**src/rtl/reorder_buffer_mw.sv**
```systemverilog
// Circular reorder buffer: one dispatch port, NUM_CDB completion channels,
// in-order single commit per cycle, flush on a committing mispredicted branch.
module reorder_buffer_mw #(
  parameter int DEPTH      = 16,
  parameter int NUM_CDB    = 2,
  parameter int PREG_WIDTH = 6,
  parameter int AREG_WIDTH = 5,
  localparam int TAG_W     = $clog2(DEPTH)
) (
  input  logic                      clk,
  input  logic                      rst,
  input  logic                      i_dispatch_valid,
  output logic                      o_dispatch_ready,
  input  logic                      i_dispatch_has_dest,
  input  logic [AREG_WIDTH-1:0]     i_dispatch_areg,
  input  logic [PREG_WIDTH-1:0]     i_dispatch_preg,
  input  logic [PREG_WIDTH-1:0]     i_dispatch_old_preg,
  input  logic                      i_dispatch_is_store,
  output logic [TAG_W-1:0]          o_dispatch_tag,
  input  logic [NUM_CDB-1:0]        i_cdb_valid,
  input  logic [NUM_CDB*TAG_W-1:0]  i_cdb_tag,
  input  logic [NUM_CDB-1:0]        i_cdb_mispredict,
  input  logic [NUM_CDB*32-1:0]     i_cdb_target,
  input  logic                      i_store_ready,
  output logic                      o_commit_valid,
  output logic                      o_commit_has_dest,
  output logic [AREG_WIDTH-1:0]     o_commit_areg,
  output logic [PREG_WIDTH-1:0]     o_commit_preg,
  output logic [PREG_WIDTH-1:0]     o_commit_old_preg,
  output logic                      o_commit_is_store,
  output logic                      o_flush,
  output logic [31:0]               o_flush_pc,
  output logic [TAG_W:0]            o_count,
  output logic                      o_empty
);

  localparam logic [TAG_W:0] FULL_COUNT = (TAG_W+1)'(DEPTH);

  logic [TAG_W-1:0]      head;
  logic [TAG_W-1:0]      tail;
  logic [TAG_W:0]        count;
  logic [DEPTH-1:0]      valid_q;
  logic [DEPTH-1:0]      done_q;
  logic [DEPTH-1:0]      mispred_q;
  logic [DEPTH-1:0]      has_dest_q;
  logic [DEPTH-1:0]      is_store_q;
  logic [AREG_WIDTH-1:0] areg_q   [DEPTH];
  logic [PREG_WIDTH-1:0] preg_q   [DEPTH];
  logic [PREG_WIDTH-1:0] old_q    [DEPTH];
  logic [31:0]           target_q [DEPTH];

  logic             dispatch_fire;
  logic             commit_fire;
  logic             flush;
  logic [DEPTH-1:0] cdb_done;
  logic [DEPTH-1:0] cdb_mispred;

  assign commit_fire = !rst && valid_q[head] && done_q[head] &&
                       (!is_store_q[head] || i_store_ready);
  assign flush         = commit_fire && mispred_q[head];
  assign dispatch_fire = i_dispatch_valid && o_dispatch_ready;

  assign o_dispatch_ready  = !rst && (count != FULL_COUNT) && !flush;
  assign o_dispatch_tag    = tail;
  assign o_commit_valid    = commit_fire;
  assign o_commit_has_dest = has_dest_q[head];
  assign o_commit_areg     = areg_q[head];
  assign o_commit_preg     = preg_q[head];
  assign o_commit_old_preg = old_q[head];
  assign o_commit_is_store = is_store_q[head];
  assign o_flush           = flush;
  assign o_flush_pc        = flush ? target_q[head] : 32'd0;
  assign o_count           = rst ? '0 : count;
  assign o_empty           = rst || (count == '0);

  // Completion: per-entry done/mispredict set vectors, only for live entries
  always_comb begin
    cdb_done    = '0;
    cdb_mispred = '0;
    for (int c = 0; c < NUM_CDB; c++) begin
      if (i_cdb_valid[c] && valid_q[i_cdb_tag[c*TAG_W +: TAG_W]]) begin
        cdb_done[i_cdb_tag[c*TAG_W +: TAG_W]] = 1'b1;
        if (i_cdb_mispredict[c])
          cdb_mispred[i_cdb_tag[c*TAG_W +: TAG_W]] = 1'b1;
      end
    end
  end

  always_ff @(posedge clk) begin
    if (rst) begin
      head      <= '0;
      tail      <= '0;
      count     <= '0;
      valid_q   <= '0;
      done_q    <= '0;
      mispred_q <= '0;
    end else if (flush) begin
      head    <= '0;
      tail    <= '0;
      count   <= '0;
      valid_q <= '0;
    end else begin
      done_q    <= done_q | cdb_done;
      mispred_q <= mispred_q | cdb_mispred;
      if (dispatch_fire) begin
        valid_q[tail]   <= 1'b1;
        done_q[tail]    <= 1'b0;
        mispred_q[tail] <= 1'b0;
        tail            <= tail + TAG_W'(1);
      end
      if (commit_fire) begin
        valid_q[head] <= 1'b0;
        head          <= head + TAG_W'(1);
      end
      count <= count + (TAG_W+1)'(dispatch_fire) - (TAG_W+1)'(commit_fire);
    end
  end

  // Payload storage carries no reset; the valid bits qualify it.
  // Channels are walked high to low so the lowest mispredicting channel's target lands last.
  always_ff @(posedge clk) begin
    if (dispatch_fire) begin
      has_dest_q[tail] <= i_dispatch_has_dest;
      is_store_q[tail] <= i_dispatch_is_store;
      areg_q[tail]     <= i_dispatch_areg;
      preg_q[tail]     <= i_dispatch_preg;
      old_q[tail]      <= i_dispatch_old_preg;
    end
    for (int c = NUM_CDB - 1; c >= 0; c--) begin
      if (!rst && !flush && i_cdb_valid[c] && i_cdb_mispredict[c] &&
          valid_q[i_cdb_tag[c*TAG_W +: TAG_W]])
        target_q[i_cdb_tag[c*TAG_W +: TAG_W]] <= i_cdb_target[c*32 +: 32];
    end
  end

endmodule

```
**config.mk**
```make
export PLATFORM = sky130hd
export DESIGN_NAME = reorder_buffer_mw
export DESIGN_NICKNAME = d
export VERILOG_FILES = /design/src/rtl/reorder_buffer_mw.sv
export SDC_FILE = /design/constraint.sdc
export NUM_CORES = 1
export LEC_CHECK = 0
export ABC_CLOCK_PERIOD_IN_PS = 5200
export BUFFER_PORTS_ARGS = -buffer_cell sky130_fd_sc_hd__buf_2
export CORE_MARGIN = 2
export CORE_UTILIZATION = 25
export CTS_CLUSTER_SIZE = 40
export DETAILED_ROUTE_END_ITERATION = 10
export SYNTH_ARGS = -nofsm -noshare
export SYNTH_HDL_FRONTEND = slang
export SYNTH_SLANG_ARGS = --single-unit
```
**constraint.sdc**
```tcl
create_clock -name clk -period 5.2 [get_ports clk]
set_input_delay 0.78 -clock clk [delete_from_list [all_inputs] [get_ports clk]]
set_output_delay 0.78 -clock clk [all_outputs]
set_load 0.005 [all_outputs]
```
After elaboration in Yosys (flattened, before gate mapping)
Memories as Yosys holds them, arrays and structs flattened. A register that Yosys moved wholly into a read port is not among the register bits.
Cells that the tools add are included.
{"block": "classes", "eq_ne": 1, "n_mux": 52, "n_reduce_logical": 27, "n_lt_le_gt_ge": 8, "bitwise": 10, "n_addsub": 4}
{"operator": "two-way mux 16 bit", "count": 12}
{"operator": "OR 16 bit", "count": 5}
{"operator": "bitwise AND 16 bit", "count": 3}
{"operator": "bitwise mux 16 bit", "count": 2}
{"operator": "two-way mux 32 bit", "count": 1}
{"operator": "two-way mux 4 bit", "count": 8}
{"operator": "inverter 16 bit", "count": 2}
{"operator": "binary-select mux 1 bit (select 4 bit)", "count": 7}
{"operator": "logical AND 1 bit", "count": 20}
{"operator": "< comparator 4 x 5 -> 1 bit, second input constant", "count": 4}
{"operator": "two-way mux 1 bit", "count": 17}
{"operator": "demux 1 bit (select 4 bit)", "count": 4}
{"operator": ">= comparator 4 x 1 -> 1 bit, second input constant", "count": 4}
{"operator": "adder 4 x 1 -> 4 bit, second input constant", "count": 2}
{"operator": "adder 5 x 1 -> 5 bit", "count": 1}
{"operator": "zero test 5 bit", "count": 1}
{"operator": "two-way mux 5 bit", "count": 1}
{"operator": "!= test 5 bit, second input constant", "count": 1}
{"operator": "subtractor 5 x 1 -> 5 bit", "count": 1}
{"operator": "zero test 1 bit", "count": 3}
{"operator": "logical OR 1 bit", "count": 2}
{"operator": "OR reduction 2 bit", "count": 1}
{"block": "word_totals", "in_bits": 99, "word_cells": 114, "ramBits": 784, "memories": 4, "register_bits": 93, "output_inout_bits": 64}
{"name": "target_q", "words": 16, "word_bits": 32, "read_ports": 1, "rd_ports_with_merged_regs": 1, "wr": 2, "line": "50", "text": "logic [31:0] target_q [DEPTH];"}
{"name": "old_q", "words": 16, "word_bits": 6, "read_ports": 1, "rd_ports_with_merged_regs": 1, "wr": 1, "line": "49", "text": "logic [PREG_WIDTH-1:0] old_q [DEPTH];"}
{"name": "preg_q", "words": 16, "word_bits": 6, "read_ports": 1, "rd_ports_with_merged_regs": 1, "wr": 1, "line": "48", "text": "logic [PREG_WIDTH-1:0] preg_q [DEPTH];"}
{"name": "areg_q", "words": 16, "word_bits": 5, "read_ports": 1, "rd_ports_with_merged_regs": 1, "wr": 1, "line": "47", "text": "logic [AREG_WIDTH-1:0] areg_q [DEPTH];"}

Longest topological paths before layout
{"block": "logic_depth", "depth_word": 14, "mapped_depth": 21, "ltp_nobuf": 18}

Least setup slack after synthesis
No wires, ideal clock.
{"block": "synth_timing", "path_type": "register -> register", "startpoint": "register head[0]", "endpoint": "register count[4]", "slack_ns": 1.484, "stages_incl_launch_ff": 21, "required_time_ns": 5.072, "setup_time_ns": 0.128, "path_buffers": 2, "period_less_slack_ns": 3.716, "arrival_ns": 3.588, "cell_sequence": "dfxtp_1 > buf_6 > mux4_2 > nor3_1 > a311oi_2 > nand4_4 > clkinv_1 > nand2b_1 > buf_2 > nand3_1 > ha_1 > inv_1 > ha_1 > inv_1 > fa_1 > inv_1 > a21oi_1 > nor2_1 > nor2_1 > xnor2_1 > nor2_1"}
{"block": "synth_via", "elab_chain_len": 11, "word_cells_on_any_way": 20, "classes_between": "add/sub: 2; mux: 8; reduce/logical: 10"}
{"item": "start: declaration", "line": "39", "text": "logic [TAG_W-1:0] head;"}
{"item": "start signal: assignment", "line": "113", "text": "head <= head + TAG_W'(1);"}
{"item": "binary-select mux 1 bit (select 4 bit), on equally long branches", "line": "58, 59"}
{"item": "two-way mux 1 bit, on equally long branches", "line": "58, 59"}
{"item": "logical AND 1 bit / zero test 1 bit (equally long branches)", "line": "58, 59"}
{"item": "logical AND 1 bit / logical OR 1 bit (equally long branches)", "line": "58, 59"}
{"item": "logical AND 1 bit (*)", "line": "58", "text": "assign commit_fire = !rst && valid_q[head] && done_q[head] &&"}
{"item": "net o_commit_valid", "line": "25", "text": "output logic o_commit_valid,"}
{"item": "logical AND 1 bit", "line": "60", "text": "assign flush = commit_fire && mispred_q[head];"}
{"item": "zero test 1 bit", "line": "63", "text": "assign o_dispatch_ready = !rst && (count != FULL_COUNT) && !flush;"}
{"item": "logical AND 1 bit", "line": "63"}
{"item": "logical AND 1 bit", "line": "61", "text": "assign dispatch_fire = i_dispatch_valid && o_dispatch_ready;"}
{"item": "adder 5 x 1 -> 5 bit", "line": "115", "text": "count <= count + (TAG_W+1)'(dispatch_fire) - (TAG_W+1)'(commit_fire);"}
{"item": "subtractor 5 x 1 -> 5 bit", "line": "115"}
{"item": "end signal: assignment", "line": "115"}
{"item": "end: declaration", "line": "41", "text": "logic [TAG_W:0] count;"}
Mark *: on every way through the listed nets, which the timed path passes. The rest lies on a longest branch. The select of a mux whose other input is x is not followed.
A chain may end at the register's enable or synchronous reset.

Final worst setup path
{"block": "layout_timing", "startpoint": "register head[1]", "endpoint": "output port o_flush_pc[1]"}
{"block": "layout_via", "elab_chain_len": 7, "word_cells_on_any_way": 15, "classes_between": "mux: 9; reduce/logical: 6"}
{"item": "binary-select mux 1 bit (select 4 bit), on equally long branches", "line": "58, 59"}
{"item": "two-way mux 1 bit, on equally long branches", "line": "58, 59"}
{"item": "logical AND 1 bit / zero test 1 bit (equally long branches)", "line": "58, 59"}
{"item": "logical AND 1 bit / logical OR 1 bit (equally long branches)", "line": "58, 59"}
{"item": "logical AND 1 bit", "line": "58"}
{"item": "logical AND 1 bit (*)", "line": "60"}
{"item": "two-way mux 32 bit (*)", "line": "72", "text": "assign o_flush_pc = flush ? target_q[head] : 32'd0;"}
{"item": "end: declaration", "line": "32", "text": "output logic [31:0] o_flush_pc,"}
Every way passes the cells marked *; elsewhere a longest branch is shown, timed or not. The select of a mux whose other input is x is not followed.

==> impl_metrics.csv <==
group,metric,value,unit
status,outcome,"completed",
synthesis,synthCells,2379,
synthesis,synth_nets,2493,
synthesis,ys.flop_type,"edfxtp_1",
power_and_ir_drop,power.total,15.26,mW
die,num_rows,150,
cts,worstSkewPairLatency,0.74,ns
run,drv_cap,0,
sta,setup_viol,0,
synthesis,async_flop_share,0,%
sta,finalCritPeriodShare,87.19,%
die,io_pins,163,
global_routing,antenna_found_initial,23,
route,wl_per_cell,24.37,µm
global_routing,grt_pass1_wl,170300,µm
place,dp.cells,4602,
cts,path_clk_slew,0.07,ns
worst_setup_path,crit_type,"register to output port",
route,drt_wl_total,116600,µm
route,drtPass1Iterations,6,
die,die_y,413.6,µm
die,dieArea,171000,µm²
final_layout,mostFrequentLayoutCell,"edfxtp_1",
worst_setup_path,end_kind,"output port",
sta,hold_ws,0.4202,ns
worst_setup_path,start_kind,"register",
worst_setup_path,worstPathArrival,3.75,ns
die,core,166800,µm²
global_routing,grtUsageMet1,17.83,%
route,viasPerCell,4.788,
global_routing,gr-total-overflow,0,
die,die_w,413.6,µm
die,initial_utilization,25.14,%
cts,cts-root-buf,"clkbuf_16",
place,hpwl,67970,µm
synthesis,synth_top_area_share,58.43,%
sta,slew_viol_final,0,
worst_setup_path,cp.required,4.42,ns
synthesis,yosys.area.top_type,"edfxtp_1",
synthesis,synth_edf_count,816,
synthesis,synth_area,41940,µm²
synthesis,ys_seq_area_share,61.53,%
synthesis,ys_warn_count,0,
synthesis,syn_area_per_cell,17.63,µm²
global_routing,grt_pass1_vias,23580,
power_and_ir_drop,p_leak,15.15,nW
sta,timing.fmax,220.6,MHz
synthesis,ys_top_cells_by_area,"edfxtp_1 (58%), mux4_2 (14%), mux2_2 (12%), dfxtp_1 (3.1%), mux2_1 (1.7%)",
global_routing,grt_use_met3,2.712,%
cts,hold_buffers,0,
global_routing,track_usage,13.57,%
global_routing,met2_usage,22.67,%
sta,rsz0062_at_grt,"false",
synthesis,ys_types,61,
cts,htreeDepth,3,
final_layout,syn2layout_area_growth,15.27,%
sta,min_period,4.534,ns
route,drt.antenna.violating_nets,0,
worst_setup_path,cp_max_fo,27,
place,globalplace.congestion,0.8570,
final_layout,final_cells,4785,
global_routing,grt-busiest-layer,"met2",
cts,cts_made_buffers,94,
route,drtIter0Drc,2059,
power_and_ir_drop,ir_drop,0.0002750,V
cts,cts.sinks,881,
sta,skew,0.07441,ns
cts,cts_tree,"yes",
final_layout,drive_above_1_share,44.75,%
cts,cts_buffer_depth,3,
route,vias,22910,
final_layout,final_cell_mix,"edfxtp_1 (816), mux2_2 (452), mux4_2 (264), buf_2 (162), clkbuf_16 (94)",
sta,fin_tns_setup,0,ns
cts,ctsResizeCount,0,
sta,worst-slew-pin-transition,1.095,ns
synthesis,ys_ff_latch,881,
final_layout,nets,2608,
global_routing,grt_start_max_net_pins,69,
place,io_buffers,162,
route,drc,0,
sta,hold_violations,0,
sta,relSlewSlack,26.62,%
power_and_ir_drop,powerDensity,315.6,nW/µm²
cts,postCtsSetupBuffers,0,
worst_hold_path,min_path_type,"input pin to register",
[state kept, by name (all words and copies together), names as in the netlist, named ones only]
name	cells
target_q	512
old_q	96
preg_q	96
areg_q	80
done_q	16
has_dest_q	16
is_store_q	16
mispred_q	16
valid_q	16
count	5
head	4
o_dispatch_tag	4
[cell usage after synthesis (5+ instances only)]
library cell,n
nor2_1,39
buf_2,29
nand3_1,11
a211oi_1,19
inv_1,50
clkbuf_1,124
mux2i_1,22
a21oi_1,73
mux2_1,62
nand2b_1,7
mux2_2,452
o211ai_4,5
o21ai_4,5
or2_2,8
o22ai_1,31
buf_6,19
a22oi_1,7
o211a_1,8
and2_1,40
nor3_1,7
ha_1,14
a221oi_1,7
nor2b_1,12
buf_1,19
mux4_2,264
nand2_1,47
dfxtp_1,65
edfxtp_1,816
nand4_1,11
a2111oi_0,14
a2bb2oi_1,7
buf_4,29
[path summary, 6_finish.rpt]
kind,startpoint,to,cells past startpoint,slack [ns]
worst max-delay path,head[1],o_flush_pc[1],11,0.67
worst min-delay path,i_dispatch_areg[4],areg_q[15][4],1,0.42
worst max register to register,head[1],count[4],20,1.25
worst min register to register,mispred_q[9],mispred_q[9],2,0.46
[worst max-delay path, stage by stage, from the launching register on]
cell and delay, ns:
dfxtp_1 0.30, buf_4 0.34, mux2_2 0.38, a2bb2oi_1 0.16, a311oi_2 0.30, nand4_4 0.14, clkinv_1 0.19, nand2b_1 0.11
inv_2 0.54, buf_4 0.29, and2_1 0.14, buf_2 0.11
[cell families (layout without fill, tap and decap cells)]
| family | count (synthesis) | count (layout) | share of synthesized area [%] |
|---|---|---|---|
| AO/OA/AOI/OAI | 204 | 204 | 3.708 |
| XOR/XNOR | 8 | 8 | 0.1671 |
| adder cells (fa/ha/maj) | 15 | 15 | 0.4654 |
| buffers and inverters | 272 | 465 | 3.121 |
| flip-flops | 881 | 881 | 61.53 |
| multiplexers | 800 | 800 | 28.50 |
| other | 0 | 9 | 0 |
| AND/OR/NAND/NOR | 199 | 199 | 2.506 |
[power by group]
part	internal (mW)	switching, mW	total [mW]
registers	7.81	0.0330	7.84
logic	0.304	0.411	0.715
clock network	3.76	2.94	6.70
[per-stage QoR]
stage / utilization, % / setup slack, ns / instance area (µm²)
after floorplan: - / 1.484 / 41940
after global placement: 27.13 / 1.210 / 45270
after detailed placement: 27.13 / 1.085 / 45270
after CTS: 28.96 / 0.3923 / 48320
after global routing: 28.97 / 0.2676 / 48330
final: 28.97 / 0.6663 / 48340
[metal layers]
metal | part of all wire, % | wire length [µm]
met1 | 42 | 48800
met2 | 49 | 57630
met3 | 6.1 | 7140
met4 | 2.5 | 2924
met5 | 0.10 | 117
[final cells by class]
class / count / area, µm²
Clock inverter: 61 / 626.9
Sequential cell: 881 / 25820
Tap cell: 2204 / 2758
Fill cell: 16470 / 118500
Antenna cell: 9 / 22.52
Inverter: 52 / 195.2
Multi-Input combinational cell: 1226 / 14910
Clock buffer: 113 / 2424
Timing Repair Buffer: 239 / 1589
No activity file was read; power rests on OpenSTA's default activity.
